--- config.mk ---
export PLATFORM = sky130hd
export DESIGN_NAME = serial_subtractor
export DESIGN_NICKNAME = d
export VERILOG_FILES = /design/src/rtl/serial_subtractor_pkg.sv /design/src/rtl/full_subtractor_cell.sv /design/src/rtl/serial_subtractor.sv
export SDC_FILE = /design/constraint.sdc
export NUM_CORES = 1
export LEC_CHECK = 0
export ABC_AREA = 1
export ABC_CLOCK_PERIOD_IN_PS = 2600
export BUFFER_PORTS_ARGS = -buffer_cell sky130_fd_sc_hd__buf_2
export CAP_MARGIN = 20
export CELL_PAD_IN_SITES_DETAIL_PLACEMENT = 1
export CELL_PAD_IN_SITES_GLOBAL_PLACEMENT = 2
export CORE_UTILIZATION = 30
export DETAILED_ROUTE_END_ITERATION = 8
export PLACE_DENSITY_LB_ADDON = 0.3
export SETUP_SLACK_MARGIN = 0.5
export SYNTH_ARGS = -nofsm -noshare
export SYNTH_HDL_FRONTEND = slang
export SYNTH_SLANG_ARGS = --single-unit
--- constraint.sdc ---
create_clock -name clock -period 2.6 [get_ports clock]
set_input_delay 0.39 -clock clock [delete_from_list [all_inputs] [get_ports clock]]
set_output_delay 0.39 -clock clock [all_outputs]
set_load 0.02 [all_outputs]
--- src/rtl/serial_subtractor_pkg.sv ---
// serial_subtractor_pkg
//   Shared definitions for the bit-serial subtractor: FSM state encodings
//   and the default operand width.
package serial_subtractor_pkg;

  localparam int DEFAULT_WIDTH = 4;

  typedef enum logic [1:0] {
    IDLE  = 2'd0,
    SHIFT = 2'd1,
    DONE  = 2'd2
  } state_t;

endpackage

--- src/rtl/full_subtractor_cell.sv ---
// full_subtractor_cell
//   Combinational 1-bit full subtractor: d = x - y - bi, with borrow-out.
//   Ports:
//     x  - minuend bit
//     y  - subtrahend bit
//     bi - borrow in
//     d  - difference bit
//     bo - borrow out
module full_subtractor_cell (
  input  logic x,
  input  logic y,
  input  logic bi,
  output logic d,
  output logic bo
);

  assign d  = x ^ y ^ bi;
  assign bo = (~x & y) | (~x & bi) | (y & bi);

endmodule

--- src/rtl/serial_subtractor.sv ---
// serial_subtractor
//   Bit-serial two's-complement subtractor, D = A - B - Bin, LSB first,
//   one bit per clock, behind a start/done handshake.
//   Ports:
//     clock  - rising-edge clock
//     resetn - synchronous active-low reset
//     start  - request, sampled in IDLE or DONE
//     a, b   - minuend / subtrahend, captured on accepted start
//     bin    - borrow in, captured on accepted start
//     busy   - operation in progress
//     done   - one-cycle pulse, diff/bout valid
//     diff   - A - B - Bin mod 2^WIDTH (held until next completion)
//     bout   - 1 iff A < B + Bin unsigned (held until next completion)
//
//   state | meaning
//   IDLE  | waiting for start
//   SHIFT | one result bit produced per edge, WIDTH edges total
//   DONE  | result just loaded, done pulse; start may be accepted again
module serial_subtractor
  import serial_subtractor_pkg::*;
#(
  parameter int WIDTH = DEFAULT_WIDTH
) (
  input  logic             clock,
  input  logic             resetn,
  input  logic             start,
  input  logic [WIDTH-1:0] a,
  input  logic [WIDTH-1:0] b,
  input  logic             bin,
  output logic             busy,
  output logic             done,
  output logic [WIDTH-1:0] diff,
  output logic             bout
);

  localparam int CW = $clog2(WIDTH) + 1;
  localparam logic [CW-1:0] LAST = CW'(WIDTH - 1);

  state_t           state;
  state_t           state_next;
  logic             accept;
  logic             finish;

  logic [WIDTH-1:0] ra;
  logic [WIDTH-1:0] rb;
  logic [WIDTH-2:0] res;
  logic             borrow;
  logic [CW-1:0]    count;

  logic             cell_d;
  logic             cell_bo;
  logic [WIDTH-1:0] res_full;

  full_subtractor_cell u_cell (
    .x  (ra[0]),
    .y  (rb[0]),
    .bi (borrow),
    .d  (cell_d),
    .bo (cell_bo)
  );

  // Partial result with the new bit on top; on the final edge this is the
  // complete difference, otherwise its upper WIDTH-1 bits are kept.
  assign res_full = {cell_d, res};

  always_ff @(posedge clock) begin
    if (!resetn) begin
      state <= IDLE;
    end else begin
      state <= state_next;
    end
  end

  always_comb begin
    state_next = state;
    accept     = 1'b0;
    finish     = 1'b0;
    case (state)
      IDLE, DONE: begin
        if (start) begin
          state_next = SHIFT;
          accept     = 1'b1;
        end else begin
          state_next = IDLE;
        end
      end
      SHIFT: begin
        if (count == LAST) begin
          state_next = DONE;
          finish     = 1'b1;
        end
      end
      default: state_next = IDLE;
    endcase
  end

  always_ff @(posedge clock) begin
    if (!resetn) begin
      busy   <= 1'b0;
      done   <= 1'b0;
      diff   <= '0;
      bout   <= 1'b0;
      ra     <= '0;
      rb     <= '0;
      res    <= '0;
      borrow <= 1'b0;
      count  <= '0;
    end else begin
      // Flags registered from the next state so they track state exactly.
      busy <= (state_next == SHIFT);
      done <= (state_next == DONE);
      if (accept) begin
        ra     <= a;
        rb     <= b;
        borrow <= bin;
        count  <= '0;
      end else if (state == SHIFT) begin
        ra     <= ra >> 1;
        rb     <= rb >> 1;
        borrow <= cell_bo;
        res    <= res_full[WIDTH-1:1];
        count  <= count + 1'b1;
        if (finish) begin
          diff <= res_full;
          bout <= cell_bo;
        end
      end
    end
  end

endmodule

==> summary.md <==
| Metric | Value |
|---|---|
| Max transition margin | `0.790` |
| Critical Path Max Stage Delay | `0.35 ns` |
| Clock Skews | `0.00995 ns` |
| Final setup viols | `0` |
| Layout cells sized above 1 | `0.181` |
| Net count after synthesis | `about 150` |
| Worst-margin pin slew | `0.312 ns` |
| Outcome | `finished, final reports clean` |
| DR pass1 iterations | `3` |
| Clock Power Share | `0.288` |
| Via Count | `862` |
| Avg Cell Area, Syn | `7.29 µm²` |
| CTS Buf Count | `3` |
| Psw | `0.187 mW` |
| FP Rows | `20` |
| Placed instance count | `195` |
| Most common cell after layout, fill and taps aside | `nand2_1` |
| CP Data Arrival Time | `1.52 ns` |
| Max Slew Vio Count | `0` |
| DRT iter0 DRCs | `22` |
| FMAX | `782 MHz` |
| RSZ-0062 raised after global routing | `false` |
| Worst-Skew Late Latency | `0.31 ns` |
| Largest net degree at the start of global routing | `19` |
| Clock Pin Slew Worst Setup and Hold Paths | `0.14 ns` |
| Max Fanout on Critical Path | `5` |
| Die ar. | `3560 µm²` |
| Overall routing resource usage | `0.146` |
| Register area share after synthesis | `0.481` |
| CP Buf/Inv Count | `2` |
| Most frequent cells in the layout | `nand2_1, dfxtp_1, inv_1` |
| # hold bufs at CTS | `0` |
| Core footprint | `3100 µm²` |
| Hpwl dp | `around 1600 µm` |
| H-tree depth | `1` |
| Total gr overflow | `0` |
| PD cells | `~600 nW/µm²` |
| GPL Wtd Cong | `0.729` |
| Area growth syn-to-layout | `15.9%` |
| Minimum clock period | `1.28 ns` |
| Antenna Cells | `0` |
| Filler Cell Count | `429` |
| PortBufs | `18` |
| Longest Clk Path Bufs | `2` |
| Post-CTS sizing | `0` |
| Setup CP Type | `flop to flop` |
| Final period util | `0.492` |
| Final Non-Filler Cells | `199` |
| Num ports | `19` |
| Clk root buf | `clkbuf_4` |
| Max VDD drop | `0.200 mV` |
| Number of max-cap violations | `0` |
| Number of global-route vias before repair | `860` |
| Final WL | `2120 µm` |
| Sequential Power Share | `0.579` |
| TritonCTS clock tree | `done` |
| Remaining DRCs | `0` |
| Initial Utilization | `0.322` |
| Initial antenna violation count | `0` |
| Critical-path cell list | `ha_1, ha_1, inv_1, nor2_2, inv_1, nand3_1, o21ai_0` |
| Worst Path Required | `2.84 ns` |
| Wire per inst | `about 11 µm` |
| Syn Inst Count | `137` |
| Top delay family on crit path | `adder cells` |
| Die W | `59.7 µm` |
| Count of cell types in the netlist | `16` |
| Final hold viol count | `0` |
| CTS sink count | `24` |
| Setup crit end kind | `flop` |
| Worst hold path type | `primary input to flop` |
| Combinational cell fraction of total power | `0.133` |
| Yosys reg bits | `24` |
| Leakage power | `0.587 nW` |
| Postcts setup bufs | `0` |
| Setup TNS | `0 ns` |
| Slowest stage cell on the critical path | `dfxtp_1` |
| First-pass GRT wire length | `slightly below 4000 µm` |
| Internal Power | `0.509 mW` |
| YS warnings | `0` |
| Multi-input logic area | `405 µm²` |
| Sw Share | `0.268` |
| Mapped Area | `998 µm²` |
| Startpoint types | `flop` |
| Register area | `between 400 and 500 µm²` |
| Nets | `171` |
| Die boundary height | `59.7 µm` |
| Via-to-Cell Ratio | `roughly 4.3` |
| Post-route ant nets | `0` |
[through the flow]
step,total power [mW],hold WS (ns),setup WS (ns),util,instance area (µm²)
after floorplan,0.479,0.430,1.50,-,998
after global placement,0.506,0.455,1.31,0.361,1120
after detailed placement,0.507,0.462,1.30,0.361,1120
after CTS,0.703,0.291,1.31,0.373,1160
after global routing,0.743,0.296,1.19,0.373,1160
final,0.696,0.291,1.32,0.373,1160
[metal layers]
| layer | global-route usage | routed length [µm] |
|---|---|---|
| met1 | 0.201 | 1040 |
| met5 | 0 | 0 |
| met2 | 0.230 | 1000 |
| met3 | 0.0260 | 57 |
| met4 | 0.0498 | 16 |
[synthesized netlist by cell type]
cell type / count / area, µm²
buf_4: 1 / 7.51
fa_1: 1 / 20.0
o21ai_0: 10 / 50.1
a21oi_1: 8 / 40.0
nand2_1: 27 / 101
xor2_1: 1 / 8.76
inv_2: 3 / 11.3
nor3_1: 1 / 5.00
ha_1: 2 / 25.0
dfxtp_1: 24 / 480
buf_2: 3 / 15.0
nand2_2: 2 / 12.5
nor2_2: 1 / 6.26
nor2_1: 19 / 71.3
inv_1: 21 / 78.8
nand3_1: 13 / 65.1
[final cells by class]
class	count	area share
clock buffer	4	0.0314
inverter	24	0.0778
multi-input combinational	85	0.350
sequential	24	0.415
tap	44	0.0476
timing repair buffer	18	0.0778
[cell families after synthesis]
logic type	count (synthesis)	share of synthesized area
AND/OR/NAND/NOR	63	0.262
buffers and inverters	28	0.113
flip-flops	24	0.481
AO/OA/AOI/OAI	18	0.0902
adder cells (fa/ha/maj)	3	0.0451
XOR/XNOR	1	0.00877
[sequential cells by signal, indices dropped and copies added, names as in the netlist]
signal,flops
busy,1
bout,1
count,3
diff,4
ra,4
res,3
borrow,1
rb,4
state,2
done,1
[worst min-delay path, delay by kind of cell]
| family | cells | cell delay [ns] |
|---|---|---|
| and+or+nand+nor | 2 | 0.11 |
| buffers and inverters | 1 | 0.07 |
[final timing paths]
| kind | from | end | slack [ns] | cells past startpoint |
|---|---|---|---|---|
| min | b[3] | rb[3] | 0.29 | 3 |
| max | count[0] | diff[3] | 1.32 | 7 |
| min reg2reg | bout | bout | 0.48 | 2 |
| max reg2reg | count[0] | diff[3] | 1.32 | 7 |
[power by group through the flow]
| stage | Clock, mW | Sequential [mW] | Combinational (mW) |
|---|---|---|---|
| 2_1_floorplan | 0 | 0.410 | 0.0688 |
| 3_3_place_gp | 0 | 0.411 | 0.0944 |
| 3_5_place_dp | 0 | 0.412 | 0.0948 |
| 4_1_cts | 0.204 | 0.404 | 0.0951 |
| 5_1_grt | 0.225 | 0.407 | 0.111 |
| 6_report | 0.201 | 0.403 | 0.0924 |
Note: power is estimated with default switching activity, not from simulation.
